File: src/rtl/sensor_conditioner.sv
// Photo-sensor front end: per-channel sync, debounce, rising-edge one-shot, stuck-beam flag.
// Latency SYNC_STAGES+DEBOUNCE_CYCLES edges raw-to-pulse; no backpressure, pulses are fire-and-forget.
module sensor_channel #(
  parameter int SYNC_STAGES     = 2,
  parameter int DEBOUNCE_CYCLES = 8,
  parameter int STUCK_CYCLES    = 1024
) (
  input  logic clk,
  input  logic rst,
  input  logic raw,
  output logic pulse,
  output logic level,
  output logic stuck
);
  localparam int DW = $clog2(DEBOUNCE_CYCLES + 1);
  localparam int SW = $clog2(STUCK_CYCLES + 1);
  localparam logic [DW-1:0] DCNT_LAST = DW'(DEBOUNCE_CYCLES - 1);
  localparam logic [SW-1:0] SCNT_MAX  = SW'(STUCK_CYCLES);

  logic [SYNC_STAGES-1:0] sync_q, sync_d;
  logic [DW-1:0]          dcnt_q, dcnt_d;
  logic [SW-1:0]          scnt_q, scnt_d;
  logic                   level_q, level_d;
  logic                   pulse_q, pulse_d;
  logic                   stuck_q, stuck_d;
  logic                   sync_x;

  always_comb begin
    sync_d  = {sync_q[SYNC_STAGES-2:0], raw};
    sync_x  = sync_q[SYNC_STAGES-1];
    dcnt_d  = '0;
    level_d = level_q;
    pulse_d = 1'b0;
    // Any sample matching the current level drops the count, so glitches are discarded.
    if (sync_x != level_q) begin
      if (dcnt_q == DCNT_LAST) begin
        level_d = sync_x;
        pulse_d = sync_x;
      end else begin
        dcnt_d = dcnt_q + 1'b1;
      end
    end

    scnt_d  = '0;
    stuck_d = 1'b0;
    // Stuck clears on the same edge the level falls, hence level_d.
    if (level_q) begin
      scnt_d  = (scnt_q == SCNT_MAX) ? scnt_q : scnt_q + 1'b1;
      stuck_d = level_d && (scnt_d == SCNT_MAX);
    end
  end

  always_ff @(posedge clk or negedge rst) begin
    if (!rst) begin
      sync_q  <= '0;
      dcnt_q  <= '0;
      scnt_q  <= '0;
      level_q <= 1'b0;
      pulse_q <= 1'b0;
      stuck_q <= 1'b0;
    end else begin
      sync_q  <= sync_d;
      dcnt_q  <= dcnt_d;
      scnt_q  <= scnt_d;
      level_q <= level_d;
      pulse_q <= pulse_d;
      stuck_q <= stuck_d;
    end
  end

  assign pulse = pulse_q;
  assign level = level_q;
  assign stuck = stuck_q;
endmodule

module sensor_conditioner #(
  parameter int SYNC_STAGES     = 2,
  parameter int DEBOUNCE_CYCLES = 8,
  parameter int STUCK_CYCLES    = 1024
) (
  input  logic clk,
  input  logic rst,
  input  logic sensor_a_raw,
  input  logic sensor_b_raw,
  output logic sensor_a,
  output logic sensor_b,
  output logic a_level,
  output logic b_level,
  output logic a_stuck,
  output logic b_stuck
);
  sensor_channel #(
    .SYNC_STAGES(SYNC_STAGES), .DEBOUNCE_CYCLES(DEBOUNCE_CYCLES), .STUCK_CYCLES(STUCK_CYCLES)
  ) u_chan_a (
    .clk(clk), .rst(rst), .raw(sensor_a_raw),
    .pulse(sensor_a), .level(a_level), .stuck(a_stuck)
  );

  sensor_channel #(
    .SYNC_STAGES(SYNC_STAGES), .DEBOUNCE_CYCLES(DEBOUNCE_CYCLES), .STUCK_CYCLES(STUCK_CYCLES)
  ) u_chan_b (
    .clk(clk), .rst(rst), .raw(sensor_b_raw),
    .pulse(sensor_b), .level(b_level), .stuck(b_stuck)
  );
endmodule

File: config.mk
export PLATFORM = sky130hd
export DESIGN_NAME = sensor_conditioner
export DESIGN_NICKNAME = d
export VERILOG_FILES = /design/src/rtl/sensor_conditioner.sv
export SDC_FILE = /design/constraint.sdc
export NUM_CORES = 1
export LEC_CHECK = 0
export ABC_AREA = 1
export CORE_ASPECT_RATIO = 1.1
export CORE_MARGIN = 1
export CORE_UTILIZATION = 50
export CTS_CLUSTER_DIAMETER = 100
export DETAILED_ROUTE_END_ITERATION = 10
export DONT_BUFFER_PORTS = 1
export GPL_TIMING_DRIVEN = 0
export PLACE_DENSITY = 0.63
export SLEW_MARGIN = 20
export SYNTH_ARGS = -nofsm -noshare
export SYNTH_HDL_FRONTEND = slang
export SYNTH_SLANG_ARGS = --single-unit
File: constraint.sdc
create_clock -name clk -period 1.7 [get_ports clk]
set_input_delay 0.34 -clock clk [delete_from_list [all_inputs] [get_ports clk]]
set_output_delay 0.34 -clock clk [all_outputs]
set_load 0.02 [all_outputs]
==> results of run 1 <==
## power breakdown
| part | total [mW] | internal (mW) | switching [mW] |
|---|---|---|---|
| sequential | 1.18 | 1.05 | 0.127 |
| clock | 0.759 | 0.434 | 0.325 |
| combinational | 0.430 | 0.149 | 0.281 |
| total | 2.36 | 1.63 | 0.734 |
## layer usage
layer	GRT usage [%]	up-vias	part of all wire (%)
met5	0	-	0
met4	6.10	0	0.79
met3	4.61	2	2.8
met2	31.0	16	46
met1	25.5	686	51
li1	-	815	-
## cells in the final DEF, fill, tap and decap left out
| master | Yosys | routed |
|---|---|---|
| nand2_1 | 60 | 60 |
| nor2_1 | 47 | 47 |
| dfrtp_1 | 40 | 40 |
| inv_1 | 34 | 34 |
| nand3_1 | 20 | 20 |
| xor2_1 | 10 | 10 |
| a21oi_1 | 9 | 9 |
| nand4_1 | 7 | 7 |
| ha_1 | 6 | 6 |
| clkbuf_8 | 0 | 5 |
| nor3_1 | 4 | 4 |
| nor2_2 | 3 | 3 |
| o21ai_0 | 3 | 3 |
| or2_2 | 2 | 2 |
| clkinv_1 | 2 | 2 |
| nand3b_1 | 2 | 2 |
| buf_4 | 1 | 1 |
| o21bai_1 | 1 | 1 |
| nor3b_1 | 1 | 1 |
| nand3_2 | 1 | 1 |
| clkbuf_2 | 1 | 1 |
| xnor2_1 | 1 | 1 |
| bufinv_16 | 0 | 1 |
| clkinv_2 | 0 | 1 |
| clkinvlp_4 | 0 | 1 |
| buf_12 | 0 | 1 |
| dlygate4sd3_1 | 0 | 1 |
## through the flow
stage                     instances  hold WS, ns
after CTS                       315       0.0661
after detailed placement        305       0.0454
after global routing            315       0.0577
final                           315       0.0798
after floorplan                 255       0.0444
after global placement          305       0.0452
## worst paths after layout
check / from / endpoint / depth (start not counted)
worst min-delay path: sensor_b_raw / u_chan_b.sync_q[0]$_DFF_PN0_ / 0
max in group asynchronous: rst / u_chan_b.scnt_q[8]$_DFF_PN0_ / 2
worst min register to register: u_chan_a.sync_q[0]$_DFF_PN0_ / u_chan_a.sync_q[1]$_DFF_PN0_ / 0
min in group asynchronous: rst / u_chan_a.scnt_q[7]$_DFF_PN0_ / 2
worst max-delay path: u_chan_a.scnt_q[0]$_DFF_PN0_ / u_chan_a.stuck$_DFF_PN0_ / 9
worst max register to register: u_chan_a.scnt_q[0]$_DFF_PN0_ / u_chan_a.stuck$_DFF_PN0_ / 9
## worst max-delay path: cells and delay by family (launching register included)
family / cells / cell delay, ns
and+or+nand+nor: 7 / 0.76
DFF: 1 / 0.40
adders and majority gates: 1 / 0.25
buffers and inverters: 1 / 0.05
## flip-flops by register name, summed over array words and instances (netlist names), 2 cells and up
| register | flops |
|---|---|
| u_chan_a.scnt_q | 11 |
| u_chan_b.dcnt_q | 4 |
| u_chan_a.sync_q | 2 |
| u_chan_b.scnt_q | 11 |
| u_chan_b.sync_q | 2 |
| u_chan_a.dcnt_q | 4 |
## what timing repair did
item / 4_1_cts / 5_1_grt
setup endpoints to repair: 0 / 0
hold buffers: 2 / 0
endpoints found under the hold margin: 40 / 0
gates resized for setup: 0 / 0
## cell type report
class,instances,area (um^2)
multi-input cells,177,868
clock buffers,5,68.8
well taps,50,62.6
clock inverters,3,42.5
repair buffers,2,30.0
fillers,330,1520
flip-flops and latches,40,1000
inverters,36,135
plain buffers,2,12.5
## logic make-up (layout without fill, tap and decap cells)
kind of cell	Yosys count	count (layout)	synth area share, %
DFF	40	40	49.6
buffers and inverters	38	48	7.32
and+or+nand+nor	147	147	31.2
adders and majority gates	6	6	3.72
AOI/OAI and AO/OA	13	13	3.35
xor gates and xnor gates	11	11	4.78
==> results.md, run 1 <==
* Post-CTS Setup Inserts at 0
* Dominant synthesized flop cell: dfrtp_1
* Achievable Freq at roughly 660 MHz
* Seq/Total Area, Yosys at approximately half
* Detailed Routing Iterations Pass 1 at 4
* Post-synth top area cell: dfrtp_1
* Slew HR at 74.5%
* Clock root cell: clkbuf_8
* Synth-to-layout area growth at 10.1%
* Via count at about 1,500
* Worst VDD drop at 681 uV
* Hold Path Class: in -> reg
* Num ports at 10
* Starting Density at 53.9%
* Buffers on Ports at 0
* Antenna violations before repair at 0
* Post-Syn Area at around 2000 um^2
* Final Skew at ~0.0064 ns
* Post-Syn Instances at about 260
* Setup CP Type: reg -> reg
* PwrDens at around 1100 nW/um^2
* Worst Path Arrival at approximately 1.7 ns
* CP Max Fanout at 4
* Number of synthesis warnings at 0
* Vias in the first global route at between 1,000 and 1,500
* Static Leak at between 1 and 1.5 nW
* Layout cells sized above 1 at under 10%
* Core footprint at 3740 um^2
* Post-synth top area share at about half
* Longest Clk Path Bufs at 2
* Final hold vios at 0
* CP cell instances: ha_1, nand2_1, nor2_2, nand4_1, nand2_1, inv_1, nor2_1, nand3_1, nor2_1
* Max cap viols at 0
* Total gr overflow at 0
* Syn Nets at about 270
* Reg2reg setup slack at around 0.18 ns
* Clk pin slew, worst setup/hold paths at ~0.08 ns
* Critical Path Slowest Stage Cell: dfrtp_1
* DRT Wirelength at roughly 3400 um
* Largest net degree at the start of global routing at 41
* RSZ-0062 raised after global routing: false
* Seq cells post-synth at 40
* Worst Setup Slack, final at between 0.15 and 0.2 ns
* Clock sinks at 40
* NumNets Final at around 270
* Ant diodes at 0
* Final min period at 1.52 ns
* Most frequent cells after synthesis: nand2_1 (60), nor2_1 (47), dfrtp_1 (40)
* Dominant cell by count in the synthesized netlist: nand2_1
* Average cell area after synthesis at just under 8 um^2
* Vias per cell at between 4 and 5
* Slew @ Worst Pin at around 0.38 ns
* Place WS at ~0.19 ns
* Crit. End Element: flop
* Setup-failing EPs final at 0
* H-tree depth at 2
* Tot GR Track Use at between 10% and 20%
* First-pass GRT wire length at roughly 6300 um
* Largest stage delay on the critical path at about 0.40 ns
* Clock Latency Late Sink at ~0.28 ns
* Wire length per cell at between 10 and 15 um
* Critical Path RT at between 1.5 and 2 ns
* Drt drc at 0
* Ys async rst share at 100%
* CP Launch Type: flop
* Post-route ant nets at 0
* Placed cell areas at slightly above 2000 um^2
* Design Power at 2.36 mW
* Die footprint at between 4000 and 5000 um^2
* Routability cong. at between 0.7 and 0.8
* Status: finished, final reports clean
* Final Cycle Share at roughly nine tenths
* Post-DP HPWL at ~2500 um
* Post-synthesis cell type count at 21
* CTS tree: done
* Die Width at ~63 um
* Total CTS buffers at 5
* Row cnt at 23
* Drt initial violations at 99
* Post-synth EDFFs at 0
* Post-route cell area at around 2200 um^2
* Die Y at between 60 and 70 um
* Total Neg Setup Slack at 0 ns
* Synth top area cells: dfrtp_1 (50%), nand2_1 (11%), nor2_1 (8.7%)
* Util after Layout at between 50% and 60%
* Slew Limit Fails at 0
Power figures use the tool's default switching activity.
==> run 2, diff against run 1 <==
RECOVER_POWER = 100   (was default)
SLEW_MARGIN = default   (was 20)
==> results.md, run 2 (synthesis results as in run 1) <==
* Final Skew at roughly 0.0067 ns
* Final min period at 1.52 ns
* Met1 Use GR at between 20% and 30%
* Total Neg Setup Slack at 0 ns
* Wire length per cell at about 11 um
* Tot GR Track Use at between 10% and 20%
* Hold depth at 0
* Drt drc at 0
* Achievable Freq at 656 MHz
* Slew HR at a little over a third
* Die footprint at between 4000 and 5000 um^2
* CTS tree: done
* Synth-to-layout area growth at 9.24%
* Crit. End Element: flop
* Buffers on Ports at 0
* Critical Path Slowest Stage Cell: dfrtp_1
* Ant diodes at 0
* Die Width at between 60 and 70 um
* Post-route ant nets at 0
* Largest registers: u_chan_a.scnt_q x11, u_chan_b.scnt_q x11
* Layout cells sized above 1 at ~6%
* Final hold vios at 0
* WHS Endpoint: u_chan_b.sync_q[0]$_DFF_PN0_
* Clock root cell: clkbuf_8
* Final Cycle Share at around 90%
* Clock sinks at 40
* Design Power at around 2.4 mW
* DRT Wirelength at between 3000 and 4000 um
* Setup-failing EPs final at 0
* Longest Clk Path Bufs at 2
* Via count at ~1,500
* Reg2reg setup slack at around 0.18 ns
* Total CTS buffers at 5
* Met3 Use GR at 4.61%
* Most common cell after layout, fill and taps aside: nand2_1
* Num ports at 10
* NumNets Final at approximately 270
* Routability cong. at around 0.78
* First-pass GRT wire length at 6270 um
* Worst Setup Slack, final at ~0.18 ns
* Slew Limit Fails at 0
* CP Launch Type: flop
* Clk pin slew, worst setup/hold paths at approximately 0.080 ns
* Post-CTS resize count at 0
* Clock Latency Late Sink at between 0.2 and 0.3 ns
* Place WS at between 0.15 and 0.2 ns
* Worst Path Arrival at roughly 1.7 ns
* Vias per cell at around 4.8
* Status: finished, final reports clean
* Hold Path Class: in -> reg
* CP Max Fanout at 4
* Worst VDD drop at roughly 680 uV
* Core footprint at 3740 um^2
* Hold Crit Start: sensor_b_raw
* Static Leak at between 1 and 1.5 nW
* Most frequent cells in the layout: nand2_1 (60), nor2_1 (48), dfrtp_1 (40), inv_1 (34), nand3_1 (20)
* R2r startpoint: u_chan_a.scnt_q[0]$_DFF_PN0_
* Detailed Routing Iterations Pass 1 at 4
* Reg2reg path depth at 9
* RR Endpoint: u_chan_a.stuck$_DFF_PN0_
* Largest stage delay on the critical path at about 0.40 ns
* Total gr overflow at 0
* Max cap viols at 0
* Largest net degree at the start of global routing at 41
* Critical Path RT at roughly 1.9 ns
* Hold Slack at around 0.080 ns
* Drt initial violations at between 100 and 150
* Die Y at a little under 70 um
* Post-CTS Setup Inserts at 0
* Vias in the first global route at about 1,400
* Post-DP HPWL at ~2500 um
* Slew @ Worst Pin at ~0.95 ns
* H-tree depth at 2
* Setup CP Type: reg -> reg
* PwrDens at ~1100 nW/um^2
* GRT met2 Usage at a little under a third
* Antenna violations before repair at 0
* RSZ-0062 raised after global routing: false
* Row cnt at 23
* CP cell instances: ha_1, nand2_1, nor2_2, nand4_1, nand2_1, inv_1, nor2_1, nand3_1, nor2_1
* Starting Density at 53.9%
* Grt peak-use layer: met2
[run 2: changes by cell type in the layout (fill, tap and decap cells not counted), sizes merged]
| cell | before | now |
|---|---|---|
| buf | 2 | 1 |
| clkbuf | 6 | 7 |
[run 2: worst max-delay path: cells and delay by family, from the launching register on]
family	cells	cell delay, ns
buffers and inverters	1	0.05
adder cells (fa/ha/maj)	1	0.25
AND/OR/NAND/NOR	7	0.76
flip-flops	1	0.40
[run 2: timing repair]
action,CTS,global route
endpoints found under the setup margin,0,0
hold buffers,2,0
hold endpoints to repair,40,0
[run 2: cell type report]
type                            count  area (um^2)
Tap cell                           50         62.6
Inverter                           36          135
Timing Repair Buffer                2         15.0
Fill cell                         333         1540
Sequential cell                    40         1000
Multi-Input combinational cell    177          866
Buffer                              2         12.5
Clock buffer                        5         68.8
Clock inverter                      3         42.5
[run 2: how the worst max path moves through the flow]
stage / start / endpoint / cells past startpoint
global route: u_chan_b.scnt_q[0]$_DFF_PN0_ / u_chan_b.stuck$_DFF_PN0_ / 7
finish: u_chan_a.scnt_q[0]$_DFF_PN0_ / u_chan_a.stuck$_DFF_PN0_ / 9
detailed placement: u_chan_a.scnt_q[0]$_DFF_PN0_ / u_chan_a.stuck$_DFF_PN0_ / 9
global placement: u_chan_a.scnt_q[0]$_DFF_PN0_ / u_chan_a.stuck$_DFF_PN0_ / 9
CTS: u_chan_a.scnt_q[0]$_DFF_PN0_ / u_chan_a.stuck$_DFF_PN0_ / 9
floorplan: u_chan_b.scnt_q[0]$_DFF_PN0_ / u_chan_b.stuck$_DFF_PN0_ / 7
[run 2: metal layers]
| metal | part of all wire [%] | vias to the layer above |
|---|---|---|
| met4 | 0.79 | 0 |
| li1 | - | 815 |
| met1 | 51 | 681 |
| met3 | 2.8 | 2 |
| met5 | 0 | - |
| met2 | 45 | 16 |
[run 2: power breakdown]
| part | internal, mW | total [mW] | switching [mW] |
|---|---|---|---|
| Combinational | 0.145 | 0.425 | 0.281 |
| Sequential | 1.05 | 1.18 | 0.127 |
| Clock | 0.434 | 0.760 | 0.326 |
| Total | 1.63 | 2.36 | 0.734 |
[run 2: through the flow]
| stage | instance area, um^2 | utilization (%) | instances |
|---|---|---|---|
| after global routing | 2200 | 58.9 | 315 |
| final | 2200 | 58.9 | 315 |
| after CTS | 2220 | 59.4 | 315 |
| after global placement | 2080 | 55.6 | 305 |
| after floorplan | 2020 | - | 255 |
| after detailed placement | 2080 | 55.6 | 305 |
